File: config.mk
export PLATFORM = sky130hd
export DESIGN_NAME = uart_rx_cfg_flat
export DESIGN_NICKNAME = d
export VERILOG_FILES = /design/src/rtl/uart_pkg.sv /design/src/rtl/uart_rx_cfg_if.sv /design/src/rtl/sync_2ff.sv /design/src/rtl/uart_rx_cfg.sv /design/src/flat_wrapper.sv
export SDC_FILE = /design/constraint.sdc
export NUM_CORES = 1
export LEC_CHECK = 0
export ABC_AREA = 1
export CORE_MARGIN = 2
export CORE_UTILIZATION = 32
export CTS_CLUSTER_SIZE = 20
export DETAILED_ROUTE_END_ITERATION = 6
export MAX_ROUTING_LAYER = met4
export PLACE_DENSITY_LB_ADDON = 0.15
export SYNTH_ARGS = -nofsm -noshare
export SYNTH_HDL_FRONTEND = slang
export SYNTH_SLANG_ARGS = --single-unit
File: constraint.sdc
create_clock -name clk -period 1.8 [get_ports clk]
set_input_delay 0.27 -clock clk [delete_from_list [all_inputs] [get_ports clk]]
set_output_delay 0.27 -clock clk [all_outputs]
set_load 0.03 [all_outputs]
File: src/rtl/uart_pkg.sv
// Shared UART definitions.
//   uart_state_e : receiver FSM states.
//   parity_calc  : parity bit over up to MAX_D_BIT data bits.
//                  Zero-extend narrower words; odd=1 selects odd parity.
//                  The transmitter is meant to use the same function to
//                  generate its parity bit.
package uart_pkg;

  localparam int MAX_D_BIT = 9;

  typedef enum logic [2:0] {
    IDLE,
    START,
    DATA,
    PARITY,
    STOP
  } uart_state_e;

  function automatic logic parity_calc(input logic [MAX_D_BIT-1:0] data,
                                       input logic                 odd);
    return (^data) ^ odd;
  endfunction

endpackage

File: src/rtl/uart_rx_cfg_if.sv
// Consumer-side bundle of the UART receiver.
//   rx_data    : received word (held until next commit)
//   rx_valid   : rx_data holds an unconsumed word
//   rx_ready   : consumer accepts when rx_valid && rx_ready
//   parity_err : parity mismatch for the word in rx_data
//   frame_err  : a stop bit sampled low for the word in rx_data
//   overrun    : one-cycle pulse, unconsumed word overwritten
// master = receiver side, slave = consumer side.
interface uart_rx_cfg_if #(
  parameter int D_BIT = 8
);
  logic [D_BIT-1:0] rx_data;
  logic             rx_valid;
  logic             rx_ready;
  logic             parity_err;
  logic             frame_err;
  logic             overrun;

  modport master (
    output rx_data, rx_valid, parity_err, frame_err, overrun,
    input  rx_ready
  );

  modport slave (
    input  rx_data, rx_valid, parity_err, frame_err, overrun,
    output rx_ready
  );
endinterface

File: src/rtl/sync_2ff.sv
// Generic two-flop synchroniser for asynchronous inputs.
//   clk, rst : clock, asynchronous active-high reset
//   d        : asynchronous input
//   q        : synchronised output
// RST_VAL sets the reset value of both flops. For a serial line this is the
// idle level, so reset does not create a false edge.
module sync_2ff #(
  parameter int   WIDTH   = 1,
  parameter logic RST_VAL = 1'b1
) (
  input  logic             clk,
  input  logic             rst,
  input  logic [WIDTH-1:0] d,
  output logic [WIDTH-1:0] q
);
  logic [WIDTH-1:0] meta;

  always_ff @(posedge clk or posedge rst) begin
    if (rst) begin
      meta <= {WIDTH{RST_VAL}};
      q    <= {WIDTH{RST_VAL}};
    end else begin
      meta <= d;
      q    <= meta;
    end
  end
endmodule

File: src/rtl/uart_rx_cfg.sv
// Configurable UART receiver.
//   clk, rst : clock, asynchronous active-high reset
//   s_tick   : oversample enable, OVERSAMPLE pulses per bit period
//   rx       : asynchronous serial line, idle high, LSB first
//   bus      : consumer handshake (see uart_rx_cfg_if)
// Frame format: start, D_BIT data bits, optional parity, STOP_BITS stop bits.
// Words with parity or framing errors are still delivered, with flags set.
module uart_rx_cfg
  import uart_pkg::*;
#(
  parameter int D_BIT      = 8,
  parameter int OVERSAMPLE = 16,
  parameter int STOP_BITS  = 1,
  parameter int PARITY_EN  = 0,
  parameter int PARITY_ODD = 0
) (
  input  logic          clk,
  input  logic          rst,
  input  logic          s_tick,
  input  logic          rx,
  uart_rx_cfg_if.master bus
);
  localparam int TW = $clog2(OVERSAMPLE);
  localparam int BW = $clog2(D_BIT);
  localparam logic [TW-1:0] T_HALF    = TW'(OVERSAMPLE/2 - 1);
  localparam logic [TW-1:0] T_FULL    = TW'(OVERSAMPLE - 1);
  localparam logic [BW-1:0] B_LAST    = BW'(D_BIT - 1);
  localparam logic          STOP_LAST = 1'(STOP_BITS - 1);
  localparam logic          ODD       = 1'(PARITY_ODD);

  logic rxs, rxs_prev;

  uart_state_e      state_q, state_d;
  logic [TW-1:0]    tick_q, tick_d;
  logic [BW-1:0]    bit_q, bit_d;
  logic             stop_q, stop_d;
  logic [D_BIT-1:0] sh_q, sh_d;
  logic             perr_q, perr_d;   // error latches for the frame in flight
  logic             ferr_q, ferr_d;
  logic             commit;

  logic [D_BIT-1:0] data_q;
  logic             valid_q, perr_o, ferr_o, ovr_q;

  sync_2ff #(.WIDTH(1), .RST_VAL(1'b1)) u_sync (
    .clk (clk),
    .rst (rst),
    .d   (rx),
    .q   (rxs)
  );

  always_ff @(posedge clk or posedge rst) begin
    if (rst) begin
      state_q  <= IDLE;
      tick_q   <= '0;
      bit_q    <= '0;
      stop_q   <= 1'b0;
      sh_q     <= '0;
      perr_q   <= 1'b0;
      ferr_q   <= 1'b0;
      rxs_prev <= 1'b1;
    end else begin
      state_q  <= state_d;
      tick_q   <= tick_d;
      bit_q    <= bit_d;
      stop_q   <= stop_d;
      sh_q     <= sh_d;
      perr_q   <= perr_d;
      ferr_q   <= ferr_d;
      rxs_prev <= rxs;
    end
  end

  always_comb begin
    state_d = state_q;
    tick_d  = tick_q;
    bit_d   = bit_q;
    stop_d  = stop_q;
    sh_d    = sh_q;
    perr_d  = perr_q;
    ferr_d  = ferr_q;
    commit  = 1'b0;
    case (state_q)
      IDLE: begin
        // Edge, not level: a line held low (break) never restarts a frame.
        if (rxs_prev && !rxs) begin
          state_d = START;
          tick_d  = '0;
          perr_d  = 1'b0;
          ferr_d  = 1'b0;
        end
      end
      START: begin
        if (s_tick) begin
          if (tick_q == T_HALF) begin
            if (rxs) begin
              state_d = IDLE;       // glitch shorter than half a bit
            end else begin
              tick_d  = '0;
              bit_d   = '0;
              state_d = DATA;
            end
          end else begin
            tick_d = tick_q + 1'b1;
          end
        end
      end
      DATA: begin
        if (s_tick) begin
          if (tick_q == T_FULL) begin
            sh_d   = {rxs, sh_q[D_BIT-1:1]};
            tick_d = '0;
            if (bit_q == B_LAST) begin
              stop_d  = 1'b0;
              state_d = (PARITY_EN != 0) ? PARITY : STOP;
            end else begin
              bit_d = bit_q + 1'b1;
            end
          end else begin
            tick_d = tick_q + 1'b1;
          end
        end
      end
      PARITY: begin
        if (s_tick) begin
          if (tick_q == T_FULL) begin
            perr_d  = parity_calc(MAX_D_BIT'(sh_q), ODD) ^ rxs;
            tick_d  = '0;
            state_d = STOP;
          end else begin
            tick_d = tick_q + 1'b1;
          end
        end
      end
      STOP: begin
        if (s_tick) begin
          if (tick_q == T_FULL) begin
            tick_d = '0;
            if (!rxs) ferr_d = 1'b1;
            // Commit at the centre of the last stop bit so a back-to-back
            // start bit is not missed.
            if (stop_q == STOP_LAST) begin
              commit  = 1'b1;
              state_d = IDLE;
            end else begin
              stop_d = stop_q + 1'b1;
            end
          end else begin
            tick_d = tick_q + 1'b1;
          end
        end
      end
      default: state_d = IDLE;
    endcase
  end

  // Output word register and handshake. A commit wins over a same-cycle
  // handshake, so rx_valid stays up with the new word.
  always_ff @(posedge clk or posedge rst) begin
    if (rst) begin
      data_q  <= '0;
      valid_q <= 1'b0;
      perr_o  <= 1'b0;
      ferr_o  <= 1'b0;
      ovr_q   <= 1'b0;
    end else begin
      ovr_q <= 1'b0;
      if (commit) begin
        data_q  <= sh_q;
        perr_o  <= perr_q;
        ferr_o  <= ferr_d;              // includes the final stop sample
        valid_q <= 1'b1;
        ovr_q   <= valid_q && !bus.rx_ready;
      end else if (valid_q && bus.rx_ready) begin
        valid_q <= 1'b0;
      end
    end
  end

  assign bus.rx_data    = data_q;
  assign bus.rx_valid   = valid_q;
  assign bus.parity_err = perr_o;
  assign bus.frame_err  = ferr_o;
  assign bus.overrun    = ovr_q;

endmodule

File: src/flat_wrapper.sv
// flat-port wrapper written by rule: the top's interface ports become plain ports
module uart_rx_cfg_flat import uart_pkg::*;
#(
  parameter int D_BIT      = 8,
  parameter int OVERSAMPLE = 16,
  parameter int STOP_BITS  = 1,
  parameter int PARITY_EN  = 0,
  parameter int PARITY_ODD = 0
)
  (clk, rst, s_tick, rx, bus_rx_data, bus_rx_valid, bus_parity_err, bus_frame_err, bus_overrun, bus_rx_ready);
  uart_rx_cfg_if #(.D_BIT(D_BIT)) bus_i ();
  input  logic clk;
  input  logic rst;
  input  logic s_tick;
  input  logic rx;
  output wire logic [$bits(bus_i.rx_data)-1:0] bus_rx_data;
  output wire logic [$bits(bus_i.rx_valid)-1:0] bus_rx_valid;
  output wire logic [$bits(bus_i.parity_err)-1:0] bus_parity_err;
  output wire logic [$bits(bus_i.frame_err)-1:0] bus_frame_err;
  output wire logic [$bits(bus_i.overrun)-1:0] bus_overrun;
  input wire logic [$bits(bus_i.rx_ready)-1:0] bus_rx_ready;
  assign bus_rx_data = bus_i.rx_data;
  assign bus_rx_valid = bus_i.rx_valid;
  assign bus_parity_err = bus_i.parity_err;
  assign bus_frame_err = bus_i.frame_err;
  assign bus_overrun = bus_i.overrun;
  assign bus_i.rx_ready = bus_rx_ready;
  uart_rx_cfg #(.D_BIT(D_BIT), .OVERSAMPLE(OVERSAMPLE), .STOP_BITS(STOP_BITS), .PARITY_EN(PARITY_EN), .PARITY_ODD(PARITY_ODD)) u_core (.clk(clk), .rst(rst), .s_tick(s_tick), .rx(rx), .bus(bus_i));
endmodule
==> impl_metrics.sql <==
INSERT INTO impl_metrics (metric_group, metric, value, unit) VALUES
('power_and_ir_drop', 'power_per_cell_area', '1040', 'nW/um^2'),
('die', 'die_area', '6200', 'um^2'),
('sta', 'total_of_endpoints_with_negative_setup_slack_in_the_final_report', '0', ''),
('worst_setup_path', 'startpoint_type', 'flop', ''),
('sta', 'final.min_clock_period', '1.64', 'ns'),
('sta', 'fin_hold_ws', '0.355', 'ns'),
('cts', 'cts_buffer_depth', '2', ''),
('worst_setup_path', 'worstPathMaxFanout', '2', ''),
('global_route', 'grt_max_degree', '36', ''),
('cts', 'number_of_buffers_inserted_during_clock_tree_synthesis', '5', ''),
('worst_hold_path', 'hold_path_class', 'reg2reg', ''),
('synthesis', 'synth_most_common_cell', 'sky130_fd_sc_hd__nand2_1', ''),
('synthesis', 'synth_commonest_cells', 'sky130_fd_sc_hd__nand2_1, sky130_fd_sc_hd__dfrtp_1, sky130_fd_sc_hd__inv_1', ''),
('drt', 'drt_wl_total', '3500', 'um'),
('synthesis', 'netlist_area', '1790', 'um^2'),
('final_layout', 'filler_cell_count', '581', ''),
('placement', 'dp_cells', '314', ''),
('global_route', 'grt_pass1_wl', '6380', 'um'),
('drt', 'post_drt_wl_per_cell', '10.9', 'um'),
('cts', 'clock-sinks', '35', ''),
('synthesis', 'syn_inst', '226', ''),
('power_and_ir_drop', 'p_leak', '1.05', 'nW'),
('worst_setup_path', 'cp_slowest_cell', 'sky130_fd_sc_hd__clkdlybuf4s50_1', ''),
('global_route', 'groute.usage.overall', '0.133', ''),
('drt', 'first_pass_iters', '4', ''),
('synthesis', 'ys_top_cells_by_area', 'sky130_fd_sc_hd__dfrtp_1, sky130_fd_sc_hd__nand2_1, sky130_fd_sc_hd__inv_1', ''),
('cts', 'ctsHtreeMaxLevel', '2', ''),
('cts', 'ctsResizeCount', '0', ''),
('final_layout', 'area.growth.synth_to_final', '18.5', '%'),
('synthesis', 'post_synth.cell_area_avg', '7.91', 'um^2'),
('cts', 'cts_tree', 'built', ''),
('die', 'io_pins', '17', ''),
('placement', 'placedInstanceArea', '2040', 'um^2'),
('worst_setup_path', 'critical_path_required', '1.53', 'ns'),
('placement', 'port-buffer-count', '16', ''),
('power_and_ir_drop', 'report.power.total', '2.20', 'mW'),
('placement', 'place.gp.congestion', '0.903', ''),
('sta', 'worst_pin_slew', '0.452', 'ns'),
('worst_setup_path', 'critical_path_class', 'reg2out', ''),
('drt', 'drt-initial-drc-count', '51', ''),
('synthesis', 'synth_top_cell_area_share', '0.448', ''),
('drt', 'drt.antenna.violating_nets', '0', ''),
('cts', 'cts.hold.buffers_added', '0', ''),
('worst_setup_path', 'worst_path_largest_cell_delay', '0.70', 'ns'),
('sta', 'finalHoldViolations', '0', ''),
('run_status', 'outcome', 'complete, no violations', ''),
('drt', 'detail_route.drc_violations', '0', ''),
('final_layout', 'final_cell_count_no_fill', '322', ''),
('synthesis', 'yosys.cell_types.count', '28', ''),
('global_route', 'via_count_of_the_first_global_routing_pass', '1423', ''),
('die', 'initial_core_util', '0.329', ''),
('synthesis', 'synth.largest_area_cell', 'sky130_fd_sc_hd__dfrtp_1', ''),
('sta', 'finClkSkew', '0.00231', 'ns'),
('worst_setup_path', 'cpLargestDelayFamily', 'buffers and inverters', ''),
('die', 'design.core.area', '5440', 'um^2'),
('synthesis', 'synth_async_sr_flop_share', '1.00', ''),
('final_layout', 'antenna_cells_inserted', '0', ''),
('power_and_ir_drop', 'vdd_drop_max', '423', 'uV'),
('sta', 'slew_headroom', '0.699', ''),
('worst_setup_path', 'worst-path-buf-inv', '1', ''),
('final_layout', 'layout-drive-gt1-share', '0.116', ''),
('cts', 'clock_latency', '0.28', 'ns'),
('final_layout', 'final_area', '2120', 'um^2'),
('cts', 'post_cts.repair.setup_buffers', '0', ''),
('sta', 'final.setup.tns', '0', 'ns'),
('synthesis', 'synth_ff_type', 'sky130_fd_sc_hd__dfrtp_1', ''),
('worst_setup_path', 'worst-endpoint-arrival', '1.37', 'ns'),
('drt', 'drt-vias-per-instance', '4.38', ''),
('worst_setup_path', 'crit_chain', 'clkdlybuf4s50_1', ''),
('synthesis', 'synth_enable_flop_cells', '0', ''),
('final_layout', 'num-nets-final', '257', '');
-- routing by layer --
layer / global-route usage / wire length, um / vias up / part of all wire
met4: 0.0474 / 59 / 0 / 0.017
met2: 0.211 / 1590 / 26 / 0.45
met5: - / 0 / - / 0
met1: 0.165 / 1660 / 632 / 0.47
met3: 0.0352 / 186 / 6 / 0.053
li1: - / - / 746 / -
-- sequential cells by signal (all words and copies together) (netlist names), 3 cells and up --
| signal | flops |
|---|---|
| u_core.bit_q | 3 |
| u_core.bus.rx_data | 8 |
| u_core.sh_q | 8 |
| u_core.state_q | 3 |
| u_core.tick_q | 4 |
-- worst reg2reg max path: stages, from the launching register on --
cell	delay [ns]
sky130_fd_sc_hd__dfrtp_1	0.40
sky130_fd_sc_hd__ha_1	0.19
sky130_fd_sc_hd__nand2_1	0.10
sky130_fd_sc_hd__nor2_2	0.19
sky130_fd_sc_hd__inv_2	0.10
sky130_fd_sc_hd__nor2_8	0.13
sky130_fd_sc_hd__nand2_4	0.08
sky130_fd_sc_hd__buf_4	0.20
sky130_fd_sc_hd__nand2_1	0.07
sky130_fd_sc_hd__o21ai_1	0.06
-- worst paths after layout --
path,startpoint,slack (ns),cells after the start,end
worst max register to register,u_core.tick_q[0]$_DFFE_PP0P_,0.17,9,u_core.bus.rx_data[7]$_DFFE_PP0P_
max in group asynchronous,rst,1.04,3,u_core.rxs_prev$_DFF_PP1_
worst max-delay path,u_core.bus.frame_err$_DFFE_PP0P_,0.16,1,bus_frame_err
worst min register to register,u_core.u_sync.meta$_DFF_PP1_,0.36,0,u_core.u_sync.q$_DFF_PP1_
worst min-delay path,u_core.u_sync.meta$_DFF_PP1_,0.36,0,u_core.u_sync.q$_DFF_PP1_
min in group asynchronous,rst,0.41,3,u_core.bus.overrun$_DFF_PP0_
-- kinds of logic after synthesis --
family                     after synthesis  synth area share
and+or+nand+nor                        118             0.289
muxes                                    3            0.0182
buffers and inverters                   33            0.0742
DFF                                     35             0.492
AOI/OAI and AO/OA                       31            0.0910
adders and majority gates                3            0.0210
xor gates and xnor gates                 3            0.0147
-- through the flow --
stage | util | setup slack, ns
detailed placement | 0.374 | 0.149
floorplan | - | 0.341
finish | 0.389 | 0.159
global placement | 0.374 | 0.184
global route | 0.389 | 0.00635
CTS | 0.389 | 0.139
-- final cells by class --
| cell class | count | area [um^2] | share of cell area |
|---|---|---|---|
| Clock buffer | 7 | 76.3 | 0.0361 |
| Clock inverter | 1 | 5.00 | 0.00236 |
| Inverter | 31 | 116 | 0.0550 |
| Multi-Input combinational cell | 158 | 774 | 0.366 |
| Sequential cell | 35 | 880 | 0.415 |
| Tap cell | 72 | 90.1 | 0.0426 |
| Timing Repair Buffer | 18 | 175 | 0.0827 |
-- placed cells by master, fill, tap and decap left out, drive strengths merged --
cell and count:
dfstp 3, clkbuf 7, xnor2 1, nand2 80
inv 31, o31ai 1, mux2i 1, nand4 1
nor2 25, a21oi 1, o21ai 27, nand3 10
clkdlybuf4s50 16, buf 2, nor3 1, o21bai 1
mux2 2, clkinv 1, xor2 2, dfrtp 32
ha 3, or2 1, a21boi 1
-- power by group --
| group | leakage (nW) | total (mW) | internal, mW | switching [mW] |
|---|---|---|---|---|
| combinational | 0.531 | 0.713 | 0.241 | 0.472 |
| sequential | 0.473 | 0.957 | 0.872 | 0.0849 |
| clock | 0.0422 | 0.535 | 0.271 | 0.263 |
| total | 1.05 | 2.20 | 1.38 | 0.820 |
(Power assumes the default switching activity.)
==> RTL edit 1, RTL diff (config.mk and constraints unchanged) <==
`PARITY_ODD` is set to 0 in 2 places; all go to 1.
--- a/src/rtl/uart_rx_cfg.sv
+++ b/src/rtl/uart_rx_cfg.sv
@@ -14,3 +14,3 @@
   parameter int PARITY_EN  = 0,
-  parameter int PARITY_ODD = 0
+  parameter int PARITY_ODD = 1
 ) (
--- a/src/flat_wrapper.sv
+++ b/src/flat_wrapper.sv
@@ -7,3 +7,3 @@
   parameter int PARITY_EN  = 0,
-  parameter int PARITY_ODD = 0
+  parameter int PARITY_ODD = 1
 )
Function: same outputs for any inputs over 10 cycles, from zero or initial values and one cycle with rst high; that may be too few to reach the edited logic, so the function may still have changed.
==> RTL edit 1 against the unedited design <==
- maximum frequency increased by 4.2%
- die area increased by 6.6%
- register-to-register slack improved by 90 ps
- sequential cell count unchanged
- wire length increased by 0.86%
- largest power group unchanged
- power increased by 6.1%
- non-clock buffer count unchanged
- worst setup slack improved by 66 ps
- area after synthesis increased by 6.9%
- critical path depth unchanged
- sequential power decreased by 0.5%
- cell area increased by 5.4%
- synthesized cell count increased by 6.6%
==> RTL edit 1: results (changes against the unedited design) <==
CP max stage delay 670 ps (-30 ps); Vias/cell 4.37 (about the same); Leak 1.08 nW (+3.1%); Post-CTS Resized 0 (unchanged); CTS buffer count 5 (unchanged); register area share after synthesis 0.460 (-0.0319); CP max stage cell clkdlybuf4s50_1; Post-synth ARST share 1.00 (unchanged); Global Route Usage Sum 0.127 (-0.00625); Longest Clk Path Bufs 2 (unchanged); cell depth of the worst hold path 0 (unchanged); Mapped Cells 241 (+6.6%); gp weighted congestion 0.849 (-6.0%); hpwl dp 2.65 mm (+2.2%); Worst R2R Path Depth 8 (-1); H-tree Lvls 2 (unchanged); final WL 3.53 mm (+0.86%); Clock Latency Late Sink 280 ps (about the same); Synth area leaders dfrtp_1, nand2_1, inv_1; Post-synth top cells nand2_1, dfrtp_1, inv_1; synth unique cells 25 (-11%); Setup Skew 5.84 ps (+3.53 ps); vias in the first global route 1354 (-4.8%); Root Driver clkbuf_8; critical path arrival 1310 ps (-60 ps); fill count 597 (+2.8%); Post-Synthesis Net Count 249 (+6.4%); Ant. Diodes 0 (unchanged); share of cells above drive strength 1 0.178 (+0.0620); postcts setup bufs 0 (unchanged); status finished clean; Int Pwr 0.00142 W (+2.8%); antenna violations before repair 0 (unchanged); critical path peak fanout 2 (unchanged); delay-heaviest family, CP buffers and inverters; largest net degree at the start of global routing 36 (unchanged); maximum vdd ir drop 0.000713 V (+69%); nets@finish 271 (+5.4%); global-route wire length before repair 6.27 mm (-1.6%); placed cells 331 (+5.4%); relative slew slack 0.698 (about the same); DR iter-0 viols 117 (+130%); wire length per cell 10.4 um (-4.2%); Ys Warns 0 (unchanged); Clk pin slew, worst setup/hold paths 70 ps (about the same); Hold Path Class flop to flop; DRT Pass-1 Iters 4 (unchanged); buffers added on ports 16 (unchanged)
RTL edit 1: power by group through the flow:
| stage | registers [W] | logic (W) | clock network [W] |
|---|---|---|---|
| detailed placement | 0.000969 | 0.000836 | 0 |
| finish | 0.000952 | 0.000830 | 0.000557 |
| global placement | 0.000967 | 0.000845 | 0 |
| CTS | 0.000953 | 0.000839 | 0.000574 |
| floorplan | 0.000952 | 0.000687 | 0 |
| global route | 0.000967 | 0.000960 | 0.000626 |
RTL edit 1: through the flow:
| stage | instance area [sq um] | power (W) | hold slack, ps | utilization | worst slack, ps |
|---|---|---|---|---|---|
| after floorplan | 1910 | 0.00164 | 274 | - | 426 |
| after global placement | 2150 | 0.00181 | 346 | 0.367 | 186 |
| after detailed placement | 2150 | 0.00180 | 349 | 0.367 | 163 |
| after CTS | 2230 | 0.00237 | 360 | 0.381 | 210 |
| after global routing | 2230 | 0.00255 | 362 | 0.381 | 118 |
| final | 2230 | 0.00234 | 359 | 0.381 | 225 |
RTL edit 1: final cells by class:
type | instances | area, sq um | share of cell area
Inverter | 31 | 116 | 0.0522
Multi-Input combinational cell | 172 | 881 | 0.395
Clock inverter | 2 | 12.5 | 0.00561
Sequential cell | 35 | 880 | 0.394
Tap cell | 75 | 93.8 | 0.0421
Timing Repair Buffer | 18 | 175 | 0.0785
Clock buffer | 6 | 72.6 | 0.0325
RTL edit 1: per-layer routing:
metal  track usage  share of wire  vias up
met5             -              0        -
met4        0.0407          0.017        0
met3        0.0333          0.033        6
met2         0.175           0.40       28
met1         0.179           0.55      653
li1              -              -      796
RTL edit 1: worst paths after layout:
path                                        from                    end  slack [ps]
min reg2reg                   u_core.u_sync.meta        u_core.u_sync.q         360
max in group asynchronous                    rst        u_core.rxs_prev        1060
min in group asynchronous                    rst  u_core.bus.parity_err         390
max reg2reg                     u_core.tick_q[0]         u_core.sh_q[2]         260
min                           u_core.u_sync.meta        u_core.u_sync.q         360
max                        u_core.bus.parity_err         bus_parity_err         220
RTL edit 1: cells by family after synthesis:
logic type	after synthesis	share of synthesized area
mux	1	0.00786
compound gates	35	0.111
xor+xnor	3	0.0138
buf+inv	34	0.0786
simple gates	130	0.309
flops	35	0.460
fa+ha+maj	3	0.0196
==> RTL edit 2, RTL diff (same settings) <==
Made on the original files. The 5 states of `uart_state_e` get a one-hot encoding in 5 bits.
--- a/src/rtl/uart_pkg.sv
+++ b/src/rtl/uart_pkg.sv
@@ -10,8 +10,8 @@
 
-  typedef enum logic [2:0] {
-    IDLE,
-    START,
-    DATA,
-    PARITY,
-    STOP
+  typedef enum logic [4:0] {
+    IDLE   = 5'b00001,
+    START  = 5'b00010,
+    DATA   = 5'b00100,
+    PARITY = 5'b01000,
+    STOP   = 5'b10000
   } uart_state_e;
Formal check against the unedited RTL: no difference found for any inputs over 10 cycles, from zero or initial values and one cycle with rst high; not proved beyond that.
==> RTL edit 2 against the unedited design <==
- synthesized cell count down 5.8%
- area after synthesis rose by 2.4%
- wire length up 1.8%
- worst setup slack better by 55 ps
- power increased by 9.2%
- cell area grew 3.1%
- critical path depth increased by 5
- critical path type is now flop to flop
- worst hold slack got worse by 18 ps
- critical endpoint is now u_core.bit_q[1]
- sequential cell count shrank 1
- non-clock buffer count decreased by 1
- global-route usage increased by 0.19 points
==> RTL edit 2: results (changes against the unedited design) <==
global-route wire length before repair 6.43 mm (+0.86%); Post-Synthesis Net Count 221 (-5.6%); Global Route Usage Sum 0.135 (+0.00193); wire length per cell 11.6 um (+6.7%); PnR worst setup slack 214 ps (+55.0 ps); RR Endpoint u_core.bit_q[1]; CP max stage delay 420 ps (-280 ps); final WL 3.56 mm (+1.8%); hpwl dp 2.52 mm (-2.8%); Worst R2R Path Depth 6 (-3); Setup Skew 11.6 ps (+9.24 ps); synth unique cells 27 (-3.6%); maximum vdd ir drop 0.000448 V (+5.9%); vias in the first global route 1364 (-4.1%); Mapped Cells 213 (-5.8%); dpl cell area 2070 sq um (+1.5%); CP max stage cell dfrtp_1; Setup CP Type flop to flop; xor and xnor fraction of the mapped netlist area 0.00479 (-0.00992); Synth area leaders dfrtp_1, nand2_1, o21ai_2; Root Driver clkbuf_8; fill count 553 (-4.8%); status finished clean; post-synthesis adder-cell area fraction 0.0205 (-0.000489); share of cells above drive strength 1 0.226 (+0.110); Compound-Gate Fraction of Synth Area 0.109 (+0.0177); Post-synth top cells nand2_1, dfrtp_1, inv_1; placed cells 299 (-4.8%); Leak 1.13 nW (+8.2%); DR iter-0 viols 99 (+94%); critical path arrival 1750 ps (+380 ps); largest net degree at the start of global routing 35 (-2.8%); nets@finish 242 (-5.8%); switching power share of the total 0.364 (-0.00752); Place WS 191 ps (+41.9 ps); Ys Warns 0 (unchanged); Hold WS 338 ps (-17.6 ps); total combinational power 0.000773 W (+8.4%); crit path to u_core.bit_q[1]; gp weighted congestion 0.802 (-11%); register area share after synthesis 0.468 (-0.0244); clk pwr 0.000740 W (+38%); delay-heaviest family, CP flip-flops; Hold Path Class input port to asynchronous set/reset pin; Vias/cell 4.42 (+0.94%); CTS buffer count 5 (unchanged); mux cell area share after synthesis 0 (-0.0182); Int Pwr 0.00153 W (+11%); critical path peak fanout 8 (+6); buffers added on ports 15 (-1)
[RTL edit 2: cell types whose count changed in the layout (fill, tap and decap cells not counted), moves of 4 or more]
cell	unedited run	this run
o21ai_2	0	15
nand3_1	9	17
nor2_1	17	11
nand2_1	78	65
nand4_1	1	5
o21ai_1	16	1
[RTL edit 2: final cells by class]
type	instances	area, sq um	area share
Sequential cell	34	856	0.392
Clock inverter	1	30.0	0.0138
Timing Repair Buffer	17	178	0.0814
Tap cell	72	90.1	0.0413
Clock buffer	7	86.3	0.0395
Inverter	26	97.6	0.0447
Multi-Input combinational cell	150	846	0.387
[RTL edit 2: metal layers]
| layer | up-vias | global-route usage | share of wire |
|---|---|---|---|
| li1 | 722 | - | - |
| met1 | 619 | 0.177 | 0.51 |
| met2 | 12 | 0.204 | 0.46 |
| met3 | 4 | 0.0305 | 0.022 |
| met4 | 0 | 0.0517 | 0.012 |
| met5 | - | - | 0 |
[RTL edit 2: worst min-delay path, stage by stage]
cell and delay [ps]:
clkdlybuf4s50_1 400, inv_1 90, buf_12 220
